[src/rtl/map_select_ctrl_pkg.sv]
// Shared constants and state type for the map selector.
package map_sel_pkg;

    localparam logic MODE_DIRECT = 1'b0;
    localparam logic MODE_CYCLE  = 1'b1;

    localparam int BTN_NEXT = 0;
    localparam int BTN_PREV = 1;

    typedef enum logic {
        IDLE = 1'b0,
        REQ  = 1'b1
    } sel_state_t;

endpackage

[src/rtl/map_select_ctrl_if.sv]
// Map-change handshake between the selector (master) and the draw FSM (slave).
interface map_select_ctrl_if #(
    parameter int SEL_W = 2
);
    logic             change_valid;
    logic             change_ready;
    logic [SEL_W-1:0] req_map;

    modport master (output change_valid, output req_map, input change_ready);
    modport slave  (input change_valid, input req_map, output change_ready);
endinterface

[src/rtl/map_select_ctrl_debounce.sv]
// Per-button debouncer: accepts a new level after DEBOUNCE_CYCLES identical samples
// and emits a one-cycle rise pulse on each accepted 0->1 transition.
module btn_debounce #(
    parameter int DEBOUNCE_CYCLES = 16,
    parameter int DB_W            = $clog2(DEBOUNCE_CYCLES + 1)
) (
    input  logic clk,
    input  logic reset,
    input  logic raw,
    output logic level,
    output logic rise
);

    logic [DB_W-1:0] cnt_q, cnt_d;
    logic            level_q, level_d;
    logic            rise_q, rise_d;

    always_comb begin
        cnt_d   = '0;
        level_d = level_q;
        rise_d  = 1'b0;
        if (raw != level_q) begin
            if (cnt_q == DB_W'(DEBOUNCE_CYCLES - 1)) begin
                level_d = raw;
                rise_d  = raw;
            end else begin
                cnt_d = cnt_q + 1'b1;
            end
        end
    end

    // NOTE: state registers use non-blocking assignments and a synchronous reset;
    // next-state values come only from the always_comb above.
    always_ff @(posedge clk) begin
        if (reset) begin
            cnt_q   <= '0;
            level_q <= 1'b0;
            rise_q  <= 1'b0;
        end else begin
            cnt_q   <= cnt_d;
            level_q <= level_d;
            rise_q  <= rise_d;
        end
    end

    assign level = level_q;
    assign rise  = rise_q;

endmodule

[src/rtl/map_select_ctrl.sv]
// Debounced map selector: turns button presses into map-change requests and
// commits them through a valid/ready handshake with the draw FSM.
module map_select_ctrl
    import map_sel_pkg::*;
#(
    parameter int NUM_MAPS        = 4,
    parameter int SEL_W           = $clog2(NUM_MAPS),
    parameter int DEBOUNCE_CYCLES = 16,
    parameter int DB_W            = $clog2(DEBOUNCE_CYCLES + 1)
) (
    input  logic                clk,
    input  logic                reset,
    input  logic [NUM_MAPS-1:0] btn,
    input  logic                mode,
    map_select_ctrl_if.master   chg,
    output logic [SEL_W-1:0]    map_sel,
    output logic                press_drop
);

    logic [NUM_MAPS-1:0] level_w;
    logic [NUM_MAPS-1:0] rise_w;

    for (genvar g = 0; g < NUM_MAPS; g++) begin : g_db
        btn_debounce #(
            .DEBOUNCE_CYCLES(DEBOUNCE_CYCLES),
            .DB_W           (DB_W)
        ) u_db (
            .clk  (clk),
            .reset(reset),
            .raw  (btn[g]),
            .level(level_w[g]),
            .rise (rise_w[g])
        );
    end

    sel_state_t       state_q, state_d;
    logic [SEL_W-1:0] req_map_q, req_map_d;
    logic [SEL_W-1:0] map_sel_q, map_sel_d;
    logic             drop_q, drop_d;
    logic [SEL_W-1:0] cand;
    logic             cand_vld;

    // Wrap explicitly so non-power-of-two map counts never reach unused indices.
    always_comb begin
        cand     = map_sel_q;
        cand_vld = 1'b0;
        if (mode == MODE_DIRECT) begin
            for (int i = NUM_MAPS - 1; i >= 0; i--) begin
                if (rise_w[i]) begin
                    cand     = SEL_W'(i);
                    cand_vld = 1'b1;
                end
            end
        end else if (rise_w[BTN_NEXT] && !rise_w[BTN_PREV]) begin
            cand     = (map_sel_q == SEL_W'(NUM_MAPS - 1)) ? '0 : map_sel_q + 1'b1;
            cand_vld = 1'b1;
        end else if (rise_w[BTN_PREV] && !rise_w[BTN_NEXT]) begin
            cand     = (map_sel_q == '0) ? SEL_W'(NUM_MAPS - 1) : map_sel_q - 1'b1;
            cand_vld = 1'b1;
        end
    end

    always_comb begin
        state_d   = state_q;
        req_map_d = req_map_q;
        map_sel_d = map_sel_q;
        drop_d    = 1'b0;
        case (state_q)
            IDLE: begin
                if (cand_vld && cand != map_sel_q) begin
                    req_map_d = cand;
                    state_d   = REQ;
                end
            end
            REQ: begin
                drop_d = |rise_w;
                if (chg.change_ready) begin
                    map_sel_d = req_map_q;
                    state_d   = IDLE;
                end
            end
            default: state_d = IDLE;
        endcase
    end

    always_ff @(posedge clk) begin
        if (reset) begin
            state_q   <= IDLE;
            req_map_q <= '0;
            map_sel_q <= '0;
            drop_q    <= 1'b0;
        end else begin
            state_q   <= state_d;
            req_map_q <= req_map_d;
            map_sel_q <= map_sel_d;
            drop_q    <= drop_d;
        end
    end

    assign chg.change_valid = (state_q == REQ);
    assign chg.req_map      = req_map_q;
    assign map_sel          = map_sel_q;
    assign press_drop       = drop_q;

endmodule
[src/flat_wrapper.sv]
// flat-port wrapper written by rule: the top's interface ports become plain ports
module map_select_ctrl_flat import map_sel_pkg::*;
#(
    parameter int NUM_MAPS        = 4,
    parameter int SEL_W           = $clog2(NUM_MAPS),
    parameter int DEBOUNCE_CYCLES = 16,
    parameter int DB_W            = $clog2(DEBOUNCE_CYCLES + 1)
)
  (clk, reset, btn, mode, map_sel, press_drop, chg_change_valid, chg_req_map, chg_change_ready);
  map_select_ctrl_if #(.SEL_W(SEL_W)) chg_i ();
  input  logic clk;
  input  logic reset;
  input  logic [NUM_MAPS-1:0] btn;
  input  logic mode;
  output logic [SEL_W-1:0] map_sel;
  output logic press_drop;
  output wire logic [$bits(chg_i.change_valid)-1:0] chg_change_valid;
  output wire logic [$bits(chg_i.req_map)-1:0] chg_req_map;
  input wire logic [$bits(chg_i.change_ready)-1:0] chg_change_ready;
  assign chg_change_valid = chg_i.change_valid;
  assign chg_req_map = chg_i.req_map;
  assign chg_i.change_ready = chg_change_ready;
  map_select_ctrl #(.NUM_MAPS(NUM_MAPS), .SEL_W(SEL_W), .DEBOUNCE_CYCLES(DEBOUNCE_CYCLES), .DB_W(DB_W)) u_core (.clk(clk), .reset(reset), .btn(btn), .mode(mode), .chg(chg_i), .map_sel(map_sel), .press_drop(press_drop));
endmodule
[config.mk]
export PLATFORM = sky130hd
export DESIGN_NAME = map_select_ctrl_flat
export DESIGN_NICKNAME = d
export VERILOG_FILES = /design/src/rtl/map_select_ctrl_pkg.sv /design/src/rtl/map_select_ctrl_if.sv /design/src/rtl/map_select_ctrl_debounce.sv /design/src/rtl/map_select_ctrl.sv /design/src/flat_wrapper.sv
export SDC_FILE = /design/constraint.sdc
export NUM_CORES = 1
export LEC_CHECK = 0
export CORE_MARGIN = 2
export CORE_UTILIZATION = 35
export CTS_BUF_LIST = sky130_fd_sc_hd__clkbuf_16
export DETAILED_ROUTE_END_ITERATION = 16
export GPL_TIMING_DRIVEN = 0
export SYNTH_ARGS = -nofsm -noshare
export SYNTH_HDL_FRONTEND = slang
export SYNTH_SLANG_ARGS = --single-unit
[constraint.sdc]
create_clock -name clk -period 5.06 [get_ports clk]
set_input_delay 1.518 -clock clk [delete_from_list [all_inputs] [get_ports clk]]
set_output_delay 1.518 -clock clk [all_outputs]
set_load 0.1 [all_outputs]
==> run metrics <==
RD Place Congestion=just under 0.9; Req. time, crit path=3.54 ns; worst path buffer plus inverter count=1; layout-stage area growth over the synthesis result=19.7%; clock transition at the register clock pins on the worst setup and hold paths after CTS=0.05 ns; library cell used as clock root buffer=clkbuf_16; critical path fanouts, max=8; total vias in the final route=1192; Final Max Slew Viols=0; count of unique library cells instantiated by Yosys=42; Tightest Pin Transition=between 0.9 and 1 ns; final net count=approximately 210; result of the run=finished clean; starting utilization of the core area=36.8%; Worst Setup Start Kind=register; drt first-iter violations=29; share of synthesized cell area in full adder, half adder and majority cells=10.1%; Synth async-reset ratio=0%; number of enable flip-flop cells after synthesis=0; number of antenna violations at the first check in global routing=0; vias per cell=5.01; Final Skew=0.00188 ns; maximum number of pins on one net before global-route repair=11; slowest stage cell on the critical path=clkdlybuf4s50_1; first-pass GRT wire length=around 5.1 mm; number of remaining DRC errors=0; DP HPWL=approximately 2.2 mm; capturing element type of the critical path=output pin; number of H-tree branching levels=2; most common cell in the synthesized netlist=dfxtp_1; ratio of cells with drive above 1 in the final layout=10.2%; Syn Std Cell Area=1610 um^2; endpoints failing hold=0; share of the synthesized area in the top cell type=42.2%; ranking of synthesized cells by area=dfxtp_1 42%, ha_1 10%, nor2_1 6.3%; Die X=a little over 70 um; GR met2 Demand/Resource=22.5%; clock tree from TritonCTS=yes; gr ovfl total=0; dominant combinational cell family by area after synthesis=simple AND/OR/NAND/NOR gates; busiest layer in global routing=met2; Highest Clock Rate=287 MHz; maximum clock insertion buffer count=2; biggest cell delay along the critical path=~1.2 ns; mux contribution to synthesized area=~3.3%; core occupancy in the finished layout=44.1%; Site Rows=24; unrepaired setup endpoints after global routing=false; core outline area=4380 um^2; cell types with the highest counts after synthesis=34 x dfxtp_1, 27 x nor2_1, 13 x ha_1, 13 x inv_1, 9 x xnor2_1; top flip-flop cell by instance count after synthesis=dfxtp_1; Fin Setup TNS=0 ns; post-synthesis compound-gate area fraction=9.30%; count of state elements after synthesis=34; shortest clock period the worst path allows after layout=3.48 ns; post-layout total power=0.587 mW; CP Class=reg2out; met3 layer usage reported by global route=4.44%; antenna-violating nets left=0; Worst EP arrival=1.96 ns; final number of setup-violating endpoints=0; overall routed net length=2.80 mm; count of yosys warnings during synthesis=0; leakage power total=0.729 nW; largest area contributor in the synthesized netlist=dfxtp_1; CP delay by family, top=buffers and inverters; Global Route met1 Usage=13.3%; Post-Synthesis Net Count=188; clock insertion delay at the later pin of the skew report=0.27 ns; final routed wire length divided by cell count=~12 um; simple logic cell fraction of the synthesized area=23.6%; n_diodes=0; class of the tightest hold or removal check=reg2reg; number of clock sinks seen by CTS=34; Post-Synthesis Cells=167; overall track demand over capacity in global routing=around an eighth; number of buffers inserted for hold repair after clock tree synthesis=0; share of the yosys chip area belonging to registers=42.2%; via count of the first global-routing pass=1163; Period Utilization, post-route=68.8%; synthesized-area fraction occupied by xor and xnor cells=7.05%; Post-CTS Setup Inserts=0; Critical Path, Cell by Cell=clkdlybuf4s50_1; TritonCTS buffer count=5; number of top-level design ports=14; slew margin rel.=35.0%; Avg Inst Size Synth=9.66 um^2; number of detailed-route iterations in the first pass=4; power density normalized to cell area=a little over 300 nW/um^2; vertical extent of the die=71.9 um; cells resized by post-CTS repair=0; max-cap violation count=0; port bufs=12; die outline area=5170 um^2; highest ir drop seen on vdd=179 uV
-- sequential cells by signal, indices dropped and copies added (netlist names) --
| signal | count |
|---|---|
| u_core.chg.req_map | 2 |
| u_core.chg.change_valid | 1 |
| u_core.g_db.u_db.level | 4 |
| u_core.press_drop | 1 |
| u_core.g_db.u_db.cnt_q | 20 |
| u_core.map_sel | 2 |
| u_core.g_db.u_db.rise | 4 |
-- path summary, 6_finish.rpt --
path	startpoint	endpoint	slack, ns	cells past startpoint
worst max-delay path	u_core.map_sel[0]	map_sel[0]	1.58	1
worst min-delay path	u_core.g_db[2].u_db.cnt_q[0]	u_core.g_db[2].u_db.cnt_q[0]	0.45	1
worst max register to register	u_core.map_sel[0]	u_core.chg.req_map[1]	2.96	7
worst min register to register	u_core.g_db[2].u_db.cnt_q[0]	u_core.g_db[2].u_db.cnt_q[0]	0.45	1
-- layer usage --
layer	up-vias	share of wire [%]
li1	607	-
met1	565	44
met2	14	51
met3	6	4.0
met4	0	1.6
met5	-	0
-- area by class of cell --
cell class              count  area (um^2)
clock buffers               5          125
inverters                  13         48.8
multi-input cells         117          862
well taps                  52         65.1
repair buffers             12          120
plain buffers               3         22.5
fillers                   418         2450
clock inverters             2         7.51
flip-flops and latches     34          681
-- layout by cell type, fill, tap and decap left out, types with 2 or more instances in the layout --
cell type and instances:
nor2b_1 2, dfxtp_1 34, ha_1 13, nor2_1 27
a21oi_1 6, xor2_1 4, or3b_2 2, nor4bb_1 4
inv_1 15, nand2_1 5, nand2b_1 2, nor3_1 2
clkbuf_16 5, clkdlybuf4s50_1 12, nand3_1 6, xnor2_1 9
mux2i_1 4, and3_1 5, or3_1 4
-- logic make-up after synthesis --
| family | count (synthesis) |
|---|---|
| adders and majority gates | 13 |
| muxes | 5 |
| buffers and inverters | 16 |
| AOI/OAI and AO/OA | 18 |
| DFF | 34 |
| and+or+nand+nor | 68 |
| xor gates and xnor gates | 13 |
-- where the power goes --
part           switching, mW  internal (mW)  total (mW)  leakage (nW)
clock network         0.0954          0.175       0.270        0.0723
registers            0.00361          0.273       0.276         0.275
logic                 0.0237         0.0161      0.0398         0.381
total                  0.123          0.464       0.587         0.729
-- stage by stage --
stage          cell area, um^2  setup WS (ns)  hold WS [ns]  instances
2_1_floorplan             1610           2.34         0.418        167
3_3_place_gp              1800           1.86         0.424        231
3_5_place_dp              1800           1.86         0.439        231
4_1_cts                   1930           1.56         0.450        238
5_1_grt                   1930           1.52         0.468        238
6_report                  1930           1.58         0.449        238
No activity file was read; power rests on OpenSTA's default activity.
